$ cat src/rtl/trig_scale_engine_pkg.sv
// Shared types and constants for the trig_scale_engine datapath: FSM states,
// mode encodings and the Taylor coefficient generator used by the coefficient ROM.
package trig_scale_engine_pkg;

    typedef enum logic [2:0] {
        IDLE    = 3'd0,
        SQUARE  = 3'd1,
        HORNER  = 3'd2,
        SIN_FIX = 3'd3,
        SCALE   = 3'd4
    } state_t;

    localparam logic MODE_COS = 1'b0;
    localparam logic MODE_SIN = 1'b1;

    function automatic longint factorial(input int n);
        longint f;
        f = 1;
        for (int i = 2; i <= n; i++) begin
            f = f * longint'(i);
        end
        return f;
    endfunction

    // (-1)^k / n! with n = 2k (cos) or 2k+1 (sin), rounded to nearest in Q(frac);
    // the magnitude is rounded first so positive and negative terms round symmetrically.
    function automatic longint coefValue(input bit isSin, input int k, input int frac);
        longint f;
        longint mag;
        f   = factorial(isSin ? (2 * k + 1) : (2 * k));
        mag = ((64'sd1 <<< frac) + f / 2) / f;
        return (k % 2 == 1) ? -mag : mag;
    endfunction

endpackage

$ cat src/rtl/trig_scale_engine_coef_rom.sv
// Combinational Taylor coefficient table for cosine and sine, built at elaboration time.
// Unused slots (when TERMS is not a power of two) read as zero.
module trig_coef_rom
    import trig_scale_engine_pkg::*;
#(
    parameter int WIDTH = 16,
    parameter int FRAC  = 11,
    parameter int TERMS = 4,
    localparam int IW   = $clog2(TERMS)
) (
    input  logic                    mode,
    input  logic [IW-1:0]           index,
    output logic signed [WIDTH-1:0] coef
);

    logic signed [WIDTH-1:0] cosTab [2**IW];
    logic signed [WIDTH-1:0] sinTab [2**IW];

    for (genvar gi = 0; gi < 2**IW; gi++) begin : gTab
        localparam logic signed [WIDTH-1:0] COS_C =
            (gi < TERMS) ? WIDTH'(coefValue(1'b0, gi, FRAC)) : '0;
        localparam logic signed [WIDTH-1:0] SIN_C =
            (gi < TERMS) ? WIDTH'(coefValue(1'b1, gi, FRAC)) : '0;
        assign cosTab[gi] = COS_C;
        assign sinTab[gi] = SIN_C;
    end

    assign coef = (mode == MODE_SIN) ? sinTab[index] : cosTab[index];

endmodule

$ cat src/rtl/trig_scale_engine.sv
// distance = V*cos(X) or V*sin(X) by Horner evaluation of a truncated Taylor series,
// sharing one saturating multiplier across all steps; start/done handshake.
module trig_scale_engine
    import trig_scale_engine_pkg::*;
#(
    parameter int WIDTH = 16,
    parameter int FRAC  = 11,
    parameter int TERMS = 4
) (
    input  logic             clk,
    input  logic             rst_n,
    input  logic             start,
    input  logic             mode,
    input  logic [WIDTH-1:0] v_in,
    input  logic [WIDTH-1:0] x_in,
    output logic             ready,
    output logic             busy,
    output logic             done,
    output logic [WIDTH-1:0] distance,
    output logic             overflow
);

    localparam int IW = $clog2(TERMS);
    localparam logic [IW-1:0] K_START = IW'(TERMS - 2);
    localparam logic [IW-1:0] K_TOP   = IW'(TERMS - 1);
    localparam logic signed [WIDTH-1:0] MAXV = {1'b0, {(WIDTH-1){1'b1}}};
    localparam logic signed [WIDTH-1:0] MINV = {1'b1, {(WIDTH-1){1'b0}}};

    state_t stateReg, stateNext;
    logic signed [WIDTH-1:0] vReg, xReg, x2Reg, accReg, distReg;
    logic [IW-1:0] kReg;
    logic modeReg, doneReg, ovfReg;

    logic signed [WIDTH-1:0]   mulA, mulB, mulRes, coef, addRes;
    logic signed [2*WIDTH-1:0] prod, prodSh;
    logic signed [WIDTH:0]     sum;
    logic mulOvf, addOvf, romMode;
    logic [IW-1:0] romIndex;

    // In IDLE the ROM serves the accept edge (top coefficient, live mode input).
    assign romIndex = (stateReg == IDLE) ? K_TOP : kReg;
    assign romMode  = (stateReg == IDLE) ? mode : modeReg;

    trig_coef_rom #(.WIDTH(WIDTH), .FRAC(FRAC), .TERMS(TERMS)) uRom (
        .mode  (romMode),
        .index (romIndex),
        .coef  (coef)
    );

    always_comb begin
        mulA = '0;
        mulB = '0;
        case (stateReg)
            SQUARE:  begin mulA = xReg;  mulB = xReg;   end
            HORNER:  begin mulA = x2Reg; mulB = accReg; end
            SIN_FIX: begin mulA = xReg;  mulB = accReg; end
            SCALE:   begin mulA = vReg;  mulB = accReg; end
            default: ;
        endcase
    end

    // Arithmetic shift floors toward -inf; saturate if the upper bits are not a sign extension.
    assign prod   = mulA * mulB;
    assign prodSh = prod >>> FRAC;
    assign mulOvf = (prodSh[2*WIDTH-1:WIDTH-1] != '0) && (prodSh[2*WIDTH-1:WIDTH-1] != '1);
    assign mulRes = mulOvf ? (prodSh[2*WIDTH-1] ? MINV : MAXV) : prodSh[WIDTH-1:0];

    assign sum    = {coef[WIDTH-1], coef} + {mulRes[WIDTH-1], mulRes};
    assign addOvf = sum[WIDTH] != sum[WIDTH-1];
    assign addRes = addOvf ? (sum[WIDTH] ? MINV : MAXV) : sum[WIDTH-1:0];

    always_ff @(posedge clk or negedge rst_n) begin
        if (!rst_n) stateReg <= IDLE;
        else        stateReg <= stateNext;
    end

    always_comb begin
        stateNext = stateReg;
        case (stateReg)
            IDLE:    if (start) stateNext = SQUARE;
            SQUARE:  stateNext = HORNER;
            HORNER:  if (kReg == '0) stateNext = (modeReg == MODE_SIN) ? SIN_FIX : SCALE;
            SIN_FIX: stateNext = SCALE;
            SCALE:   stateNext = IDLE;
            default: stateNext = IDLE;
        endcase
    end

    always_ff @(posedge clk or negedge rst_n) begin
        if (!rst_n) begin
            vReg    <= '0;
            xReg    <= '0;
            x2Reg   <= '0;
            accReg  <= '0;
            distReg <= '0;
            kReg    <= '0;
            modeReg <= 1'b0;
            doneReg <= 1'b0;
            ovfReg  <= 1'b0;
        end else begin
            case (stateReg)
                IDLE: if (start) begin
                    vReg    <= v_in;
                    xReg    <= x_in;
                    modeReg <= mode;
                    accReg  <= coef;
                    kReg    <= K_START;
                    doneReg <= 1'b0;
                    ovfReg  <= 1'b0;
                end
                SQUARE: begin
                    x2Reg  <= mulRes;
                    ovfReg <= ovfReg | mulOvf;
                end
                HORNER: begin
                    accReg <= addRes;
                    kReg   <= kReg - 1'b1;
                    ovfReg <= ovfReg | mulOvf | addOvf;
                end
                SIN_FIX: begin
                    accReg <= mulRes;
                    ovfReg <= ovfReg | mulOvf;
                end
                SCALE: begin
                    distReg <= mulRes;
                    doneReg <= 1'b1;
                    ovfReg  <= ovfReg | mulOvf;
                end
                default: ;
            endcase
        end
    end

    assign ready    = (stateReg == IDLE);
    assign busy     = ~ready;
    assign done     = doneReg;
    assign distance = distReg;
    assign overflow = ovfReg;

endmodule

$ cat config.mk
export PLATFORM = sky130hd
export DESIGN_NAME = trig_scale_engine
export DESIGN_NICKNAME = d
export VERILOG_FILES = /design/src/rtl/trig_scale_engine_pkg.sv /design/src/rtl/trig_scale_engine_coef_rom.sv /design/src/rtl/trig_scale_engine.sv
export SDC_FILE = /design/constraint.sdc
export NUM_CORES = 1
export LEC_CHECK = 0
export CAP_MARGIN = 0
export CORE_ASPECT_RATIO = 2
export CORE_MARGIN = 1
export CORE_UTILIZATION = 40
export CTS_CLUSTER_DIAMETER = 100
export CTS_CLUSTER_SIZE = 25
export DETAILED_ROUTE_END_ITERATION = 8
export GPL_ROUTABILITY_DRIVEN = 0
export PLACE_DENSITY = 0.57
export SLEW_MARGIN = 20
export SYNTH_ARGS = -nofsm -noshare
export SYNTH_HDL_FRONTEND = slang
export SYNTH_SLANG_ARGS = --single-unit
$ cat constraint.sdc
create_clock -name clk -period 16.4 [get_ports clk]
set_input_delay 4.92 -clock clk [delete_from_list [all_inputs] [get_ports clk]]
set_output_delay 4.92 -clock clk [all_outputs]
set_load 0.01 [all_outputs]
* After elaboration in Yosys (flattened, before gate mapping) *
Index checks and enable logic that the tools add are counted.

storage, ports and cells
  word-level logic and storage cells = 69
  bits of input ports = 36
  register bits = 88

cells by class
  add/sub/neg operators = 2
  equal/unequal tests = 8
  bitwise logic cells = 4
  muxes and demuxes = 26
  order comparisons = 1
  $mul = 1
  reduce and logical (&&, ||, !) cells = 17

operators by type and width
  kind                                                              number
  16-bit 2-to-1 mux                                                 10
  16-bit case mux with 3 select lines                               2
  16-bit binary-select mux with 2-bit select                        2
  16-bit by 16-bit multiplier with 32-bit output                    1
  16-bit case mux with 2 select lines                               1
  16-bit by 16-bit adder with 17-bit output                         1
  17-bit != test (second input constant)                            1
  17-bit nonzero test                                               1
  3-bit case mux with 4 select lines                                1
  2-bit AND reduction                                               6
  3-bit 2-to-1 mux                                                  3
  3-bit by 2-bit == test with 1-bit output (second input constant)  2
  3-bit nonzero test                                                2
  3-bit OR reduction                                                2
  2-bit 2-to-1 mux                                                  2
  2-bit != test (second input constant)                             2
  2-bit case mux with 2 select lines                                1
  2-bit nonzero test                                                2
  3-bit by 1-bit == test with 1-bit output (second input constant)  1
  3-bit == test (second input constant)                             1
  3-bit greater-or-equal comparator (second input constant)         1
  3-bit zero test                                                   1
  2-bit inverter with 3-bit output                                  1
  1-bit case mux with 3 select lines                                1
  9 further kinds                                                   11

* Logic depth before layout (Yosys ltp) *
  depth in word-level cells = 11
  gate-level depth with buffers = 49
  depth with buffers taken out = 45

* By module *
From an unflattened synthesis, not the netlist that was laid out.

unflattened totals
  cell total of the unflattened synthesis = 1,783
  area, all modules = 15,224.6 µm²

modules (own cells, without submodules)
  module             cells an instance  seq. area each (µm²)  area an instance (µm²)  times used
  trig_scale_engine  1,758              2,202.1               15,023.2                1
  trig_coef_rom      25                 0.0                   201.4                   1

* Worst setup path before layout *
No wires, ideal clock.

  path kind = register to register
  start point = register stateReg[0]
  end point = register accReg[12]
  library setup time = 0.130 ns
  stages on the path, launching flop included = 45
  required time = 16.270 ns
  buffers on the path = 6
  data arrival time = 10.555 ns
  path slack = 5.715 ns
  period minus slack after synthesis = 10.685 ns
  cell sequence = dfrtp_1 -> clkbuf_1 -> nor2_1 -> nand2_1 -> nand2_1 -> clkbuf_1 -> a22oi_1 -> nor2_1 -> inv_1 -> fa_1 -> fa_1 -> inv_1 -> fa_1 -> fa_1 -> fa_1 -> fa_1 -> ha_1 -> clkbuf_1 -> [... 9 more ...] -> buf_4 -> a21oi_1 -> inv_1 -> ha_1 -> a21o_1 -> a21o_1 -> a21oi_1 -> o21ai_0 -> a31oi_1 -> o311ai_0 -> a21oi_1 -> o21ba_2 -> o21ai_1 -> o31ai_4 -> o2111ai_4 -> buf_6 -> a32oi_1 -> a21oi_1

between the ends
  word-level cells in the longest chain between the ends = 11
  elaborated cells on any way between the ends = 34
  those cells by class = 1 x add/sub; 1 x mul; 7 x eq/ne; 17 x mux; 1 x bitwise; 7 x reduce/logical

RTL lines
  what                                                                                               line                                              RTL
  start: declaration                                                                                 trig_scale_engine.sv:29                           state_t stateReg, stateNext;
  start signal: assignment                                                                           trig_scale_engine.sv:74                           else stateReg <= stateNext;
  3-bit by 2-bit == test with 1-bit output, or another cell as far along                             trig_scale_engine.sv:53                           case (stateReg)
  3-bit OR reduction (no source line) / 2-bit OR reduction (equally long branches)                   -
  16-bit case mux with 2 select lines / 16-bit case mux with 3 select lines (equally long branches)  trig_scale_engine.sv:53
  16-bit by 16-bit multiplier with 32-bit output *                                                   trig_scale_engine.sv:63                           assign prod = mulA * mulB;
  17-bit != test / 17-bit nonzero test (equally long branches)                                       trig_scale_engine.sv:65                           assign mulOvf = (prodSh[2*WIDTH-1:WIDTH-1] != '0) && (prodSh[2*WIDTH-1:WIDTH-1] != '1);
  1-bit logical AND                                                                                  trig_scale_engine.sv:65
  16-bit 2-to-1 mux *                                                                                trig_scale_engine.sv:66                           assign mulRes = mulOvf ? (prodSh[2*WIDTH-1] ? MINV : MAXV) : prodSh[WIDTH-1:0];
  via mulRes[15]                                                                                     trig_scale_engine.sv:34                           logic signed [WIDTH-1:0] mulA, mulB, mulRes, coef, addRes;
  16-bit by 16-bit adder with 17-bit output *                                                        trig_scale_engine.sv:68                           assign sum = {coef[WIDTH-1], coef} + {mulRes[WIDTH-1], mulRes};
  16-bit 2-to-1 mux / 1-bit != test (equally long branches)                                          trig_scale_engine.sv:70, trig_scale_engine.sv:69
  16-bit 2-to-1 mux *                                                                                trig_scale_engine.sv:70                           assign addRes = addOvf ? (sum[WIDTH] ? MINV : MAXV) : sum[WIDTH-1:0];
  16-bit case mux with 3 select lines *                                                              trig_scale_engine.sv:101                          case (stateReg)
  end signal: assignment                                                                             trig_scale_engine.sv:106                          accReg <= coef;
  end signal: assignment                                                                             trig_scale_engine.sv:116                          accReg <= addRes;
  end signal: assignment                                                                             trig_scale_engine.sv:121                          accReg <= mulRes;
  end: declaration                                                                                   trig_scale_engine.sv:30                           logic signed [WIDTH-1:0] vReg, xReg, x2Reg, accReg, distReg;

Mark *: on every way through the listed nets, which the timed path passes. The rest lies on a longest branch. The select of a mux whose other input is x is not followed.
A chain may end at the register's enable or synchronous reset.

* Worst setup path in the final report *
  start point = register stateReg[1]
  end point = register accReg[2]

Same word-level chain as after synthesis.

==> out/summary.txt <==
antenna-violating nets left: 0
Slew HR: 0.197
post-synth net total: 2182
die height: 281 um
WP data arrival: 14.62 ns
slowest stage delay, CP: 0.99 ns
area occupied by multi-input gates: 0.0118 mm2
most common cell after layout, fill and taps aside: inv_1
Mapped Cells: 1786
initial cell density of the core: 0.405
Clock Latency Late Sink: 0.36 ns
Die Span X: 142 um
Num CTS Buffers: 9
GRT Util Overall: 0.272
CTS Root Cell: clkbuf_16
crit path kind: flip-flop to flip-flop
Crit. End Element: flip-flop
share of layout cells above drive strength 1: 0.0691
Core Box Area: 0.0385 mm2
Avg Vias per Cell: 5.54
Placed Cells: 2327
largest net degree at the start of global routing: 63
Fill cells: 3913
CP Data Required Time: 16.59 ns
Clock Skew: 0.0113 ns
drt total wl: 51500 um
post-CTS resize count: 0
crit start category: flip-flop
WL per Instance: 21.9 um
register area share after synthesis: 0.141
post-synthesis cell type count: 93
Die Area: 0.0398 mm2
Row Count: 102
crit path time final: 14.44 ns
Setup TNS: 0 ns
Tcrit/Tclk final: 0.880
Max Fclk: 69.3 MHz
first-pass GRT wire length: 79300 um
Reg2Reg Launch Point: stateReg[1]
Critical Path Most Common Cell: fa_1
CTS tree: built
Yosys warning count: 0
TritonRoute pass-1 iters: 5
vias: 13000
Reg2Reg Setup Slack: 1.96 ns
Post-CTS Setup Bufs: 0
gr ovfl total: 0
slowest library cell on the worst path: a22oi_1
CTS clk-pin slew, worst paths: 0.07 ns
setup violators final: 0
DRC Markers: 0
worst reg-to-reg path cell count: 40
Max FO, Critical Path: 34
RSZ-0062 raised after global routing: no
Synth Cell Area: 0.0156 mm2
Worst-Margin Slew: 1.20 ns
Post-synth EDFFs: 0
H-tree depth: 3
PortBufs: 55
commonest non-fill, non-tap cells in the layout: inv_1, fa_1, nor2_1
Top FF cell, synth: dfrtp_1
Area growth syn-to-layout: 9.62%
Yosys reg bits: 88
clock buffer depth: 2
Initial DRC Count: 661
max-capacitance violation count: 0
status: finished, final reports clean
ant diodes: 0
initial antenna violation count: 0
Layout Nets: 2215
hold_buf cts: 0
register area: 0.00220 mm2
CP endpoint: accReg[2]
HPWL Detailed: 43200 um
Final Non-Filler Cells: 2344
Critical Path Start: stateReg[1]
Async S/R FF share, synth: 1.00
Final Hold Viols: 0
IO Count: 56
Pins Over Slew Limit: 0
worst r2r dst: accReg[2]
Sinks on Clock Net: 88
average instance area after synthesis: 8.73 um2
Min-Delay Path Class: flip-flop to flip-flop
vias in the first global route: 13900
[registers in the layout (all words and copies together) (netlist names)]
name,flops
distance,16
kReg,2
vReg,16
accReg,16
x2Reg,16
stateReg,3
modeReg,1
xReg,16
overflow,1
done,1
[cells by family after synthesis]
| group | count (synthesis) | share of synthesized area |
|---|---|---|
| adders and majority gates | 361 | 0.415 |
| buffers and inverters | 413 | 0.101 |
| muxes | 39 | 0.0276 |
| DFF | 88 | 0.141 |
| AOI/OAI and AO/OA | 333 | 0.150 |
| and+or+nand+nor | 514 | 0.144 |
| xor gates and xnor gates | 38 | 0.0213 |
[worst min-delay path by stage]
stage | from | cells after the start | slack, ns | endpoint
final | x2Reg[2] | 2 | 0.49 | x2Reg[2]
after global routing | x2Reg[0] | 2 | 0.52 | x2Reg[0]
after detailed placement | x2Reg[1] | 2 | 0.47 | x2Reg[1]
after global placement | x2Reg[0] | 2 | 0.46 | x2Reg[0]
after floorplan | x2Reg[0] | 2 | 0.44 | x2Reg[0]
after CTS | x2Reg[1] | 2 | 0.49 | x2Reg[1]
[final cells by class]
class / instances / area share
Clock buffer: 11 / 0.0136
Clock inverter: 5 / 0.00520
Inverter: 350 / 0.0768
Multi-Input combinational cell: 1285 / 0.692
Sequential cell: 88 / 0.129
Tap cell: 520 / 0.0381
Timing Repair Buffer: 85 / 0.0452
[per-stage QoR]
stage	worst slack (ns)	hold WS, ns	utilization	area [um2]
after floorplan	5.71	0.442	-	15600
after global placement	2.43	0.459	0.435	16800
after detailed placement	2.00	0.468	0.435	16800
after CTS	1.97	0.486	0.443	17100
after global routing	1.08	0.518	0.444	17100
final	1.96	0.487	0.444	17100
[cells in the mapped netlist, types with 11 or more instances]
cell | n | area share
nor3_1 | 14 | 0.0045
a21o_1 | 28 | 0.013
xnor2_1 | 28 | 0.016
o21ai_0 | 68 | 0.022
fa_1 | 261 | 0.33
nand2_1 | 199 | 0.048
a22o_1 | 11 | 0.0062
nand3_1 | 21 | 0.0067
nand2b_1 | 11 | 0.0044
nor2_1 | 203 | 0.049
a21oi_1 | 86 | 0.028
a22oi_1 | 28 | 0.013
inv_1 | 348 | 0.084
dfrtp_1 | 88 | 0.14
clkbuf_1 | 54 | 0.013
mux2_2 | 32 | 0.023
ha_1 | 99 | 0.079
[metal layers]
| metal | part of all wire | wire, um | GRT usage |
|---|---|---|---|
| met1 | 0.35 | 17800 | 0.273 |
| met2 | 0.54 | 27800 | 0.517 |
| met3 | 0.034 | 1760 | 0.0269 |
| met4 | 0.080 | 4100 | 0.189 |
| met5 | 0 | 0 | 0 |
[worst max-delay path: cells and delay by family (launching register included)]
| kind | cells | cell delay [ns] |
|---|---|---|
| AND/OR/NAND/NOR | 8 | 2.33 |
| multiplexers | 1 | 0.25 |
| buffers and inverters | 3 | 0.44 |
| flip-flops | 1 | 0.67 |
| AO/OA/AOI/OAI | 19 | 6.08 |
| adder cells (fa/ha/maj) | 9 | 4.42 |
Power is not shown: default switching activity piles up to over one toggle a cycle in this logic, so the estimate is an artifact.
